<file path="src/rtl/pipe_skid_stage_pkg.sv">
// Shared definitions for the pipeline skid stage: state encoding and default width.
package pipe_skid_stage_pkg;

    localparam int unsigned DATA_W = 32;

    typedef enum logic [1:0] {
        ST_EMPTY = 2'b00,
        ST_ONE   = 2'b01,
        ST_FULL  = 2'b10
    } state_t;

endpackage

</file>
<file path="src/rtl/pipe_skid_stage_nbit_reg_en.sv">
// N-bit register with asynchronous active-high reset to zero and synchronous load enable.
module nbit_reg_en
    import pipe_skid_stage_pkg::*;
#(
    parameter int unsigned N = DATA_W
) (
    input  logic         clk,
    input  logic         rst,
    input  logic         en,
    input  logic [N-1:0] d,
    output logic [N-1:0] q
);

    always_ff @(posedge clk or posedge rst) begin
        if (rst) begin
            q <= '0;
        end else if (en) begin
            q <= d;
        end
    end

endmodule

</file>
<file path="src/rtl/pipe_skid_stage.sv">
// Valid/ready pipeline register with a 2-entry skid buffer (main M, skid S) and flush.
module pipe_skid_stage
    import pipe_skid_stage_pkg::*;
#(
    parameter int unsigned N = DATA_W
) (
    input  logic         clk,
    input  logic         rst,
    input  logic         flush,
    input  logic         in_valid,
    output logic         in_ready,
    input  logic [N-1:0] in_data,
    output logic         out_valid,
    input  logic         out_ready,
    output logic [N-1:0] out_data
);

    state_t       state;
    state_t       state_nx;
    logic         m_en;
    logic         s_en;
    logic [N-1:0] m_d;
    logic [N-1:0] m_q;
    logic [N-1:0] s_q;
    logic         accept;
    logic         emit;

    // Handshake outputs decode only the state register, so no input-to-output path.
    assign in_ready  = (state != ST_FULL);
    assign out_valid = (state != ST_EMPTY);
    assign out_data  = m_q;

    assign accept = in_valid & in_ready;
    assign emit   = out_valid & out_ready;

    always_ff @(posedge clk or posedge rst) begin
        if (rst) begin
            state <= ST_EMPTY;
        end else begin
            state <= state_nx;
        end
    end

    always_comb begin
        state_nx = state;
        m_en     = 1'b0;
        s_en     = 1'b0;
        m_d      = in_data;
        if (flush) begin
            state_nx = ST_EMPTY;
        end else begin
            case (state)
                ST_EMPTY: begin
                    if (accept) begin
                        m_en     = 1'b1;
                        state_nx = ST_ONE;
                    end
                end
                ST_ONE: begin
                    if (accept && emit) begin
                        m_en = 1'b1;
                    end else if (accept) begin
                        s_en     = 1'b1;
                        state_nx = ST_FULL;
                    end else if (emit) begin
                        state_nx = ST_EMPTY;
                    end
                end
                ST_FULL: begin
                    if (emit) begin
                        m_d      = s_q;
                        m_en     = 1'b1;
                        state_nx = ST_ONE;
                    end
                end
                default: state_nx = ST_EMPTY;
            endcase
        end
    end

    nbit_reg_en #(.N(N)) u_main (
        .clk (clk),
        .rst (rst),
        .en  (m_en),
        .d   (m_d),
        .q   (m_q)
    );

    nbit_reg_en #(.N(N)) u_skid (
        .clk (clk),
        .rst (rst),
        .en  (s_en),
        .d   (in_data),
        .q   (s_q)
    );

endmodule

</file>
<file path="config.mk">
export PLATFORM = sky130hd
export DESIGN_NAME = pipe_skid_stage
export DESIGN_NICKNAME = d
export VERILOG_FILES = /design/src/rtl/pipe_skid_stage_pkg.sv /design/src/rtl/pipe_skid_stage_nbit_reg_en.sv /design/src/rtl/pipe_skid_stage.sv
export SDC_FILE = /design/constraint.sdc
export NUM_CORES = 1
export LEC_CHECK = 0
export CAP_MARGIN = 20
export CORE_MARGIN = 3
export CORE_UTILIZATION = 54
export DETAILED_ROUTE_END_ITERATION = 8
export GPL_ROUTABILITY_DRIVEN = 0
export PLACE_DENSITY = 0.88
export SLEW_MARGIN = 30
export SYNTH_ARGS = -nofsm -noshare
export SYNTH_HDL_FRONTEND = slang
export SYNTH_HIERARCHICAL = 1
export SYNTH_SLANG_ARGS = --single-unit
</file>
<file path="constraint.sdc">
create_clock -name clk -period 2.8 [get_ports clk]
set_input_delay 0.84 -clock clk [delete_from_list [all_inputs] [get_ports clk]]
set_output_delay 0.84 -clock clk [all_outputs]
set_load 0.01 [all_outputs]
</file>
==> impl_metrics.ini <==
[die]
rows = 27
design.core.area_sq_um = 5680
floorplan_die_width_um = 83.5
die-area_sq_um = 6980
die_height_um = 83.5
start_util = 0.572
floorplan.io_pins = 71

[flow_run]
maxCapViolCount = 0

[worst_setup_path]
path_cells = clkdlybuf4s50_1, nor2b_1, o21bai_1, a21oi_4, buf_12, mux2_2
timing.reg2reg.setup_slack_ns = 0.97
worst_path_dominant_cell_family = buffers and inverters
critical-path-slowest-cell = clkdlybuf4s50_1
regToRegStartpoint = state[1]
timing.critical_path.depth = 6
cp_num_buf_inv = 2
cp-end-kind = flop
worstSetupPathType = input pin to flop
rr_endpoint = u_main/q[11]
slowest_delay_ns = 0.49
r2r.worst_path.cells = 5
setup.worst_path.start_class = input pin
crit_arrival_ns = 2.62
worstPathMaxFanout = 18
cp.required_ns = 3.02

[synthesis]
synth_warnings = 6
syn-instance-count = 189
synth_sequential_area_ratio = 0.509
synth.net_count = 226
mapped_avg_cell_area_sq_um = 17.2
mappedNetlistArea_sq_um = 3250
ys_ff_latch = 66
yosysUniqueCellTypes = 18

[power]
power_density_relative_to_cell_area_nw_per_um2 = 709
leakage_nw = 1.86
ir_worst_vdd_uv = 483
report.power.total_mw = 3.01

[timing]
setup_viol = 0
final-max-slew-violation-count = 0
grt_setup_unrepaired = no
final.setup.tns_ns = 0
timing.clock.skew_ns = 0.00508
fmax_mhz = 417
period_minus_slack_ns = 2.40
hold_viol_final = 0
timing.max_slew.rel_slack = 0.509
post-route-period-util = 0.856
tightest_slew_ns = 0.736
final_critical_path_setup_slack_ns = 0.402

[clock_tree]
cts_sinks = 66
cts.htree.levels = 3
cts_tree = done
post_cts_hold_buffer_count = 0
worstSkewPairLatency_ns = 0.33
numCtsBuffers = 9
max-clock-path-buffers = 2
cts_root_buf = clkbuf_8
path_clk_slew_ns = 0.08
postCtsResizedCells = 0
post_cts_buffers = 0

[run_status]
outcome = completed

[place]
portBuffers = 70
setup_slack_at_placement_ns = 0.0564
hpwl_um = 4470

[global_route]
grt_first_pass_wirelength_um = 11100
grtUsageTotal = 0.200
grt_start_max_net_pins = 25
first_global_vias = 2143
grt_overflow_total = 0
grt_antenna_before_repair = 0

[drt]
wirelength_um = 6630
post_drt_wl_per_cell_um = 19.2
drtAntennaViolNets = 0
vias_per_cell = 5.41
drt-pass1-iter-count = 4
routed-via-count = 1867
drc_violation_total_after_the_first_tritonroute_iteration = 88
route.detailed.drc = 0

[hold_path]
worst_hold_path.endpoint = u_skid/q[16]
hold_start = u_skid/q[16]
min-delay-path-class = flop to flop
worst_hold_path.num_cells = 1

[cells_and_area]
fin_nets = 305
area_delta_synth_final_pct = 30.7
n_antenna_cell = 0
drive_gt1_frac = 0.465
==> power breakdown <==
group          switching (mW)  leakage, nW  internal (mW)  total (mW)
Combinational           0.232        0.951          0.545       0.778
Sequential              0.138        0.794           1.18        1.32
Clock                   0.398        0.115          0.511       0.909
Total                   0.768         1.86           2.24        3.01
==> worst max path at each step <==
| stage | startpoint | to | slack (ns) |
|---|---|---|---|
| floorplan | flush | u_main/q[11] | 0.79 |
| global placement | out_ready | u_main/q[26] | 0.16 |
| detailed placement | in_valid | u_main/q[11] | 0.06 |
| CTS | state[1] | out_valid | 0.41 |
| global route | in_valid | u_skid/q[11] | 0.34 |
| finish | in_valid | u_main/q[11] | 0.40 |
==> per-layer routing <==
layer  wire [um]  vias up  share of wire  global-route usage
met4          89        0          0.013              0.0658
met3         271       11          0.041              0.0523
li1            -      831              -                   -
met5           0        -              0                   0
met2        3360       53           0.51               0.340
met1        2910      972           0.44               0.248
==> logic make-up (layout without fill, tap and decap cells) <==
group	Yosys count	in the layout	synth area share
buffers and inverters	14	98	0.0578
muxes	96	96	0.402
DFF	66	66	0.509
AOI/OAI and AO/OA	4	4	0.00810
and+or+nand+nor	9	9	0.0227
==> final cells by class <==
class | instances | area, sq um
inverters | 3 | 11.3
multi-input cells | 109 | 1420
clock buffers | 9 | 124
fillers | 358 | 1430
well taps | 72 | 90.1
flip-flops and latches | 66 | 1650
clock inverters | 7 | 100
repair buffers | 79 | 843
==> placed cells by master, fill, tap and decap left out <==
cell and count:
inv_6 3, buf_4 3, a21oi_4 1, clkbuf_8 9, nor3b_4 1, a211oi_1 1
and2_1 1, buf_12 6, clkinv_2 1, clkinv_4 1, mux2_2 36, mux2_4 60
nand2_1 2, nor3_2 1, or2_2 1, nand2b_4 1, bufinv_16 2, nor2b_1 1
dfrtp_1 66, clkdlybuf4s50_1 70, inv_1 3, a31oi_1 1, or4b_2 1, o21bai_1 1
==> metrics by stage <==
stage | util | area, sq um | hold slack (ns) | cells
detailed placement | 0.708 | 4020 | 0.491 | 329
global placement | 0.708 | 4020 | 0.485 | 329
finish | 0.748 | 4240 | 0.510 | 345
global route | 0.748 | 4240 | 0.528 | 345
floorplan | - | 3250 | 0.475 | 189
CTS | 0.748 | 4240 | 0.514 | 345
==> synthesized netlist by cell type <==
library cell,n,share of area
dfrtp_1,66,0.51
mux2_4,60,0.28
mux2_2,36,0.12
buf_12,6,0.037
buf_6,5,0.017
inv_1,3,0.0035
nand2_1,2,0.0023
a211oi_1,1,0.0023
a21oi_1,1,0.0015
a31oi_1,1,0.0019
and2_1,1,0.0019
nand2b_4,1,0.0042
nor2b_1,1,0.0019
nor3_1,1,0.0015
nor3b_4,1,0.0058
o21bai_1,1,0.0023
or2_2,1,0.0019
or4b_2,1,0.0031
==> sequential cells by signal, summed over array words and instances, names as in the netlist <==
signal / flops
u_main/q: 32
u_skid/q: 32
state: 2
==> worst register-to-register path, delay by kind of cell, from the launching register on <==
kind | cells | cell delay (ns)
DFF | 1 | 0.44
buffers and inverters | 1 | 0.23
and+or+nand+nor | 1 | 0.24
AOI/OAI and AO/OA | 2 | 0.46
muxes | 1 | 0.35
Power figures use the tool's default switching activity.
